==> src/rtl/lemon_seq.sv <==
// lemon_seq: multi-cycle fetch/execute/memory/commit sequencer owning the PC and one shared memory port.
// Define LEMON_SEQ_PERF_EN to expose the cycle and retire counters; otherwise they read as zero.
module lemon_seq #(
  parameter logic [63:0] RESET_PC = 64'h8000_0000,
  parameter int          TIMEOUT  = 1023
) (
  input  logic        clk,
  input  logic        rst,
  output logic        mem_req_valid,
  input  logic        mem_req_ready,
  output logic [63:0] mem_req_addr,
  output logic        mem_req_wen,
  output logic [63:0] mem_req_wdata,
  output logic [7:0]  mem_req_mask,
  input  logic        mem_resp_valid,
  input  logic [63:0] mem_resp_data,
  output logic [63:0] pc_o,
  output logic [31:0] inst_o,
  input  logic        dp_mem_wen,
  input  logic        dp_mem_ren,
  input  logic [63:0] dp_mem_addr,
  input  logic [63:0] dp_mem_wdata,
  input  logic [7:0]  dp_mem_mask,
  input  logic [63:0] dp_next_pc,
  input  logic        dp_reg_wen,
  input  logic        dp_ebreak,
  output logic [63:0] load_data,
  output logic        reg_wen_o,
  output logic        pc_wen,
  output logic        halt,
  output logic        err,
  output logic [63:0] cycle_cnt,
  output logic [63:0] retire_cnt
);
  typedef enum logic [2:0] {FETCH_REQ, FETCH_WAIT, EXEC, MEM_REQ, MEM_WAIT, COMMIT, HALT, ERROR} state_t;
  localparam logic [9:0] LIMIT = 10'(TIMEOUT - 1);
  state_t      state_q, state_d;
  logic [63:0] pc_q, pc_d, load_q, load_d;
  logic [31:0] inst_q, inst_d;
  logic [9:0]  wait_q, wait_d;
  logic        waiting;

  always_ff @(posedge clk or posedge rst) begin
    if (rst) begin
      state_q <= FETCH_REQ;
      pc_q    <= RESET_PC;
      inst_q  <= 32'h0000_0013;
      load_q  <= 64'h0;
      wait_q  <= 10'h0;
    end else begin
      state_q <= state_d;
      pc_q    <= pc_d;
      inst_q  <= inst_d;
      load_q  <= load_d;
      wait_q  <= wait_d;
    end
  end

  // LIMIT is the last wait cycle; a response in that cycle still wins over the timeout
  always_comb begin
    state_d = state_q;
    case (state_q)
      FETCH_REQ:  state_d = pc_q[1:0] != 2'b00 ? ERROR : mem_req_ready ? FETCH_WAIT : FETCH_REQ;
      FETCH_WAIT: state_d = mem_resp_valid ? EXEC : wait_q == LIMIT ? ERROR : FETCH_WAIT;
      EXEC:       state_d = dp_ebreak ? HALT : (dp_mem_wen || dp_mem_ren) ? MEM_REQ : COMMIT;
      MEM_REQ:    state_d = mem_req_ready ? MEM_WAIT : MEM_REQ;
      MEM_WAIT:   state_d = mem_resp_valid ? COMMIT : wait_q == LIMIT ? ERROR : MEM_WAIT;
      COMMIT:     state_d = FETCH_REQ;
      default:    state_d = state_q;
    endcase
  end

  always_comb begin
    waiting = state_q == FETCH_WAIT || state_q == MEM_WAIT;
    wait_d  = (waiting && !mem_resp_valid) ? wait_q + 10'd1 : 10'd0;
    pc_d    = state_q == COMMIT ? dp_next_pc : pc_q;
    inst_d  = (state_q == FETCH_WAIT && mem_resp_valid) ?
              (pc_q[2] ? mem_resp_data[63:32] : mem_resp_data[31:0]) : inst_q;
    load_d  = (state_q == MEM_WAIT && mem_resp_valid && !dp_mem_wen) ? mem_resp_data : load_q;
  end

  always_comb begin
    mem_req_valid = !rst && ((state_q == FETCH_REQ && pc_q[1:0] == 2'b00) || state_q == MEM_REQ);
    mem_req_addr  = state_q == MEM_REQ ? dp_mem_addr : {pc_q[63:3], 3'b000};
    mem_req_wen   = state_q == MEM_REQ && dp_mem_wen;
    mem_req_wdata = state_q == MEM_REQ ? dp_mem_wdata : 64'h0;
    mem_req_mask  = state_q == MEM_REQ ? dp_mem_mask : 8'h0f;
    pc_wen        = state_q == COMMIT;
    reg_wen_o     = state_q == COMMIT && dp_reg_wen;
    halt          = state_q == HALT;
    err           = state_q == ERROR;
    pc_o          = pc_q;
    inst_o        = inst_q;
    load_data     = load_q;
  end

`ifdef LEMON_SEQ_PERF_EN
  logic [63:0] cyc_q, cyc_d, ret_q, ret_d;
  always_ff @(posedge clk or posedge rst) begin
    if (rst) begin
      cyc_q <= 64'h0;
      ret_q <= 64'h0;
    end else begin
      cyc_q <= cyc_d;
      ret_q <= ret_d;
    end
  end
  always_comb begin
    cyc_d = (state_q == HALT || state_q == ERROR) ? cyc_q : cyc_q + 64'd1;
    ret_d = ret_q + {63'b0, state_q == COMMIT || (state_q == EXEC && dp_ebreak)};
  end
  assign cycle_cnt  = cyc_q;
  assign retire_cnt = ret_q;
`else
  assign cycle_cnt  = 64'h0;
  assign retire_cnt = 64'h0;
`endif
endmodule

==> config.mk <==
export PLATFORM = sky130hd
export DESIGN_NAME = lemon_seq
export DESIGN_NICKNAME = d
export VERILOG_FILES = /design/src/rtl/lemon_seq.sv
export SDC_FILE = /design/constraint.sdc
export NUM_CORES = 1
export LEC_CHECK = 0
export BUFFER_PORTS_ARGS = -buffer_cell sky130_fd_sc_hd__clkbuf_2
export CAP_MARGIN = 10
export CORE_AREA = 2 2 269 271
export DETAILED_ROUTE_END_ITERATION = 6
export DIE_AREA = 0 0 271 273
export PLACE_DENSITY_LB_ADDON = 0.25
export SKIP_LAST_GASP = 1
export SYNTH_ARGS = -nofsm -noshare
export SYNTH_HDL_FRONTEND = slang
export SYNTH_SLANG_ARGS = --single-unit
==> constraint.sdc <==
create_clock -name clk -period 15 [get_ports clk]
set_input_delay 0.75 -clock clk [delete_from_list [all_inputs] [get_ports clk]]
set_output_delay 0.75 -clock clk [all_outputs]
set_load 0.01 [all_outputs]
==> flow_metrics.tcl, run 1 <==
set metrics [dict create \
    crit_path_end_kind "output port" \
    fp.dieH_um 273 \
    min_period_ns 4.23 \
    cts_hold_buf 0 \
    area_growth_pct 43.3 \
    setup.worst_path.class "flip-flop to output port" \
    io_pins 702 \
    die_x_um 271 \
    synth-main-ff-cell "dfrtp_1" \
    r2r-end "pc_o[46]" \
    dp_hpwl_mm 32.3 \
    setup_viol 0 \
    power_frac_comb_pct 6.9 \
    cts_sinks 173 \
    powerDensity_nw_per_um2 75.5 \
    drc 0 \
    clkTransAtPathRegs_ns 0.08 \
    cts-resized-gates 0 \
    wl_per_cell_um 17.1 \
    final_common_cell "clkbuf_2" \
    setup_tns_ns 0 \
    post_cts_buffers 0 \
    final_cell_mix "573 x clkbuf_2, 175 x mux2_2, 168 x dfrtp_1" \
    slew_headroom_pct 34.6 \
    clockBufferDepth 2 \
    syn_area_um2 9270 \
    synth_seq_area_share_pct 46.8 \
    p_seq_share_pct 46.5 \
    critPathMaxFanout 90 \
    worstHoldPathType "input pin to async pin" \
    grt_pass1_vias 7848 \
    drtIter0Drc 217 \
    async_flop_share_pct 100 \
    yosysWarnings 0 \
    cts_tree "done" \
    nNetsFinal 1619 \
    min_period_over_period_pct 28.2 \
    syn_inst 786 \
    hold_ws_ns 0.377 \
    initial_utilization_pct 13.1 \
    rsz0062_at_grt "no" \
    fp.dieArea_um2 74000 \
    maxSlewViolCount 0 \
    clock_latency_ns 0.48 \
    r2r-start "state_q[2]" \
    grt_max_degree 91 \
    worstPathArrival_ns 3.48 \
    cts_buffers 17 \
    drt-total-wl_mm 39.4 \
    num_vias 7670 \
    firstDrtPassIters 4 \
    htreeDepth 4 \
    clkPwrFrac_pct 46.6 \
    final_layout_size_suffix_gt1_share_pct 59.2 \
    drv_cap 0 \
    cp_data_required_time_ns 14.25 \
    cts_root_buffer "clkbuf_16" \
    place.gp.congestion 0.769 \
    p_leak_nw 7.28 \
    ant_nets 0 \
    std_cell_rows 98 \
    switching_share_pct 27.9 \
    grt_pass1_wl_mm 54.7 \
    vdd.ir_drop.worst_mv 0.0652 \
    ys_seq_elements 173 \
    power.switching_w 0.000280 \
    hold_viol_final 0 \
    io_buffers 573 \
    reg2reg_depth 5 \
    clock.fmax_mhz 236 \
    worstSetupStartpointType "flip-flop" \
    finClkSkew_ns 0.0197 \
    tightest_slew_ns 0.981 \
    grt_antenna_before_repair 8 \
    via_per_inst 3.32 \
    p_int_w 0.000723 \
    grt_overflow_total 0 \
    syn_avg_cell_area_um2 11.8 \
    grt_usage_pct 10.2 \
    synth-edff-count 0 \
    core_area_um2 71000 \
    synth.distinct_cells 44 \
    status "completed" \
    rrSetupSlack_ns 12.36 \
]
## area by class of cell
| class | instances | area [µm²] |
|---|---|---|
| antenna | 1 | 2.50 |
| clock buffer | 18 | 439 |
| clock inverter | 14 | 168 |
| fill | 7944 | 57700 |
| inverter | 5 | 23.8 |
| multi-input combinational | 565 | 4190 |
| sequential | 173 | 4340 |
| tap | 950 | 1190 |
| timing repair buffer | 582 | 2940 |
## flip-flops by register name (all words and copies together) (netlist names)
name / cells
pc_o: 64
wait_q: 10
load_data: 64
inst_o: 32
state_q: 3
## critical path, stage by stage, from the launching register on
cell and delay, ns:
dfrtp_1 0.61, nand2_1 0.30, nor2_4 0.13, buf_4 0.63
buf_4 0.62, mux2_2 0.42, clkbuf_2 0.13
## cell usage after synthesis (2+ instances only)
master	instances	area share, %
or3_1	7	0.47
xor2_1	5	0.47
nand4_1	3	0.20
a31oi_1	2	0.13
nand3_1	3	0.16
buf_2	20	1.1
and2_1	74	5.0
dfrtp_1	169	46
a21oi_1	34	1.8
nand2b_1	2	0.13
nor2_1	48	1.9
buf_6	6	0.73
clkbuf_2	7	0.38
xnor2_1	3	0.28
mux2i_1	32	3.5
or2_2	2	0.13
ha_1	3	0.41
and4_1	2	0.19
nor2b_1	2	0.13
buf_4	132	11
clkbuf_1	4	0.16
mux2_1	14	1.7
dfstp_2	4	1.1
o21ai_0	2	0.11
nor3b_2	2	0.27
inv_1	5	0.20
nand2_1	8	0.32
mux2_2	175	21
## worst max-delay path by stage
stage                from                to  slack, ns
3_3_place_gp   state_q[1]  mem_req_addr[36]      11.37
5_1_grt        state_q[1]  mem_req_addr[36]      10.47
3_5_place_dp   state_q[1]  mem_req_addr[36]      11.22
4_1_cts        state_q[1]  mem_req_addr[36]      10.66
2_1_floorplan         rst        inst_o[10]       9.57
6_report       state_q[1]  mem_req_addr[36]      10.77
## stage by stage
stage	instance area [µm²]	setup WS, ns	utilization, %	power [W]	cells
4_1_cts	13300	10.66	18.7	0.00103	2307
3_5_place_dp	12700	11.22	17.9	0.000545	2275
6_report	13300	10.77	18.7	0.00100	2308
3_3_place_gp	12700	11.37	17.9	0.000545	2275
2_1_floorplan	9750	9.57	-	0.000524	913
5_1_grt	13300	10.47	18.7	0.00105	2307
## power by group through the flow
stage	clock (W)	sequential (W)	combinational, W
after floorplan	0	0.000475	0.0000488
after global placement	0	0.000475	0.0000697
after detailed placement	0	0.000475	0.0000699
after CTS	0.000492	0.000466	0.0000703
after global routing	0.000507	0.000466	0.0000771
final	0.000468	0.000466	0.0000690
## cell families after synthesis
kind of cell | Yosys count | share of synthesized area (%)
other cells | 1 | 0.0405
fa+ha+maj | 3 | 0.405
mux | 221 | 26.4
simple gates | 158 | 9.44
xor+xnor | 8 | 0.756
buf+inv | 175 | 13.3
compound gates | 47 | 2.90
flops | 173 | 46.8
## routing by layer
metal  part of all wire (%)  track usage (%)
met1                     38             11.1
met2                     51             18.1
met3                    9.2             4.02
met4                    1.7             3.56
met5                   0.21                0
No activity file was read; power rests on OpenSTA's default activity.
==> inputs of run 2 (changes only) <==
==> constraint.sdc (replaced) <==
create_clock -name clk -period 4.1 [get_ports clk]
set_input_delay 0.205 -clock clk [delete_from_list [all_inputs] [get_ports clk]]
set_output_delay 0.205 -clock clk [all_outputs]
set_load 0.01 [all_outputs]
==> run 2 against run 1 <==
Net effect: critical path depth unchanged; first-iteration DRC count up 6.0%; power rose to 3.8 times the previous value; clock skew down 0.0052 ns; core utilization up 1.9 points; design area up 10%; sequential share of layout area down 3.0 points; global-route usage up 1.1 points; sequential cell count unchanged; largest cell class unchanged; largest power group is now registers; highest routed layer unchanged.
==> flow_metrics.tcl, run 2 (same netlist as run 1, synthesis figures left out) <==
set metrics [dict create \
    drc 0 \
    core_area_um2 71000 \
    finClkSkew_ns 0.0145 \
    setup.worst_path.class "flip-flop to output port" \
    initial_utilization_pct 13.1 \
    num_vias 8273 \
    grt_pass1_wl_mm 59.9 \
    p_seq_share_pct 45.2 \
    grt_max_degree 83 \
    crit_path_end_kind "output port" \
    htreeDepth 4 \
    min_period_over_period_pct 74.4 \
    switching_share_pct 28.2 \
    worstPathArrival_ns 2.85 \
    status "completed" \
    cts-resized-gates 0 \
    clock.fmax_mhz 328 \
    clock_latency_ns 0.47 \
    grt_antenna_before_repair 11 \
    io_buffers 573 \
    worstHoldPathCells 2 \
    rrSetupSlack_ns 1.56 \
    powerDensity_nw_per_um2 258 \
    cts_hold_buf 125 \
    final_cells 2441 \
    p_leak_nw 7.83 \
    fp.dieArea_um2 74000 \
    cp_data_required_time_ns 3.89 \
    nNetsFinal 1749 \
    post_cts_buffers 0 \
    hold_viol_final 0 \
    maxSlewViolCount 0 \
    io_pins 702 \
    ant_nets 0 \
    area_growth_pct 57.7 \
    vdd.ir_drop.worst_mv 0.236 \
    grt_overflow_total 0 \
    cts_tree "done" \
    drt-total-wl_mm 43.1 \
    critPathMaxFanout 54 \
    power_frac_comb_pct 9.8 \
    slew_headroom_pct 38.4 \
    cts_root_buffer "clkbuf_16" \
    clkPwrFrac_pct 45.0 \
    rsz0062_at_grt "no" \
    dp_hpwl_mm 35.8 \
    final_layout_size_suffix_gt1_share_pct 54.4 \
    via_per_inst 3.39 \
    clkTransAtPathRegs_ns 0.07 \
    setup_viol 0 \
    cts_buffers 17 \
    firstDrtPassIters 4 \
    drv_cap 0 \
    min_period_ns 3.05 \
    nFillCells 7855 \
    reg2reg_depth 5 \
    power.switching_w 0.00106 \
    final_common_cell "clkbuf_2" \
    die_x_um 271 \
    grt_usage_pct 11.3 \
    worstSetupStartpointType "flip-flop" \
    worstHoldPathType "input pin to flip-flop" \
    cts_sinks 173 \
    wl_per_cell_um 17.7 \
    dp.cells 2280 \
    fp.dieH_um 273 \
    finalCoreUtilization_pct 20.6 \
    place.gp.congestion 0.810 \
    grt_pass1_vias 8616 \
    clockBufferDepth 2 \
    p_int_w 0.00271 \
    tightest_slew_ns 0.924 \
    final_cell_mix "573 x clkbuf_2, 175 x mux2_2, 168 x dfrtp_1" \
    setup_tns_ns 0 \
    drtIter0Drc 230 \
    std_cell_rows 98 \
]
## run 2: changes by cell type in the layout (fill, tap and decap cells not counted)
cell / delta
buf_12: +4
buf_4: +1
clkbuf_8: -1
clkinv_2: -1
clkinv_4: +1
clkinv_8: -1
diode_2: +3
dlygate4sd3_1: +125
inv_12: -1
inv_6: +3
## run 2: per-layer routing
layer  part of all wire (%)  wire length (µm)  global-route usage [%]  vias up
met4                    2.8              1190                    4.25        2
met1                     37             16000                    12.1     3986
met5                  0.023                10                       0        -
met2                     52             22300                    20.2      430
li1                       -                 -                       -     3813
met3                    8.2              3550                    4.22       42
## run 2: power by group through the flow
stage,clock (W),sequential [W],combinational (W)
floorplan,0,0.00174,0.000179
global placement,0,0.00174,0.000277
detailed placement,0,0.00174,0.000276
CTS,0.00179,0.00170,0.000378
global route,0.00186,0.00170,0.000408
finish,0.00170,0.00170,0.000370
## run 2: layout make-up
class | count | area, µm² | area share, %
Sequential cell | 173 | 4340 | 29.7
Antenna cell | 4 | 10.0 | 0.0685
Timing Repair Buffer | 712 | 4270 | 29.2
Inverter | 5 | 22.5 | 0.154
Multi-Input combinational cell | 565 | 4190 | 28.7
Tap cell | 950 | 1190 | 8.13
Clock buffer | 17 | 425 | 2.91
Clock inverter | 15 | 166 | 1.14
## run 2: final timing paths
kind | start | end
max | state_q[1] | mem_req_wdata[15]
min | mem_resp_data[43] | load_data[43]
max reg2reg | state_q[2] | load_data[50]
min reg2reg | load_data[5] | load_data[5]
max in group asynchronous | rst | inst_o[4]
min in group asynchronous | rst | inst_o[10]
## run 2: through the flow
stage | setup WS [ns] | instance area, µm² | hold WS [ns] | power, W
2_1_floorplan | 1.69 | 9750 | 0.340 | 0.00192
3_3_place_gp | 1.60 | 12800 | 0.241 | 0.00202
3_5_place_dp | 1.50 | 12800 | 0.236 | 0.00201
4_1_cts | 0.946 | 14600 | 0.00524 | 0.00388
5_1_grt | 0.769 | 14600 | 0.0180 | 0.00398
6_report | 1.05 | 14600 | 0.0556 | 0.00377
## run 2: critical path, stage by stage, from the launching register on
cell,delay [ns]
dfrtp_1,0.58
nand2_1,0.28
nor2_4,0.53
buf_12,0.32
buf_4,0.28
and2_1,0.15
clkbuf_2,0.13
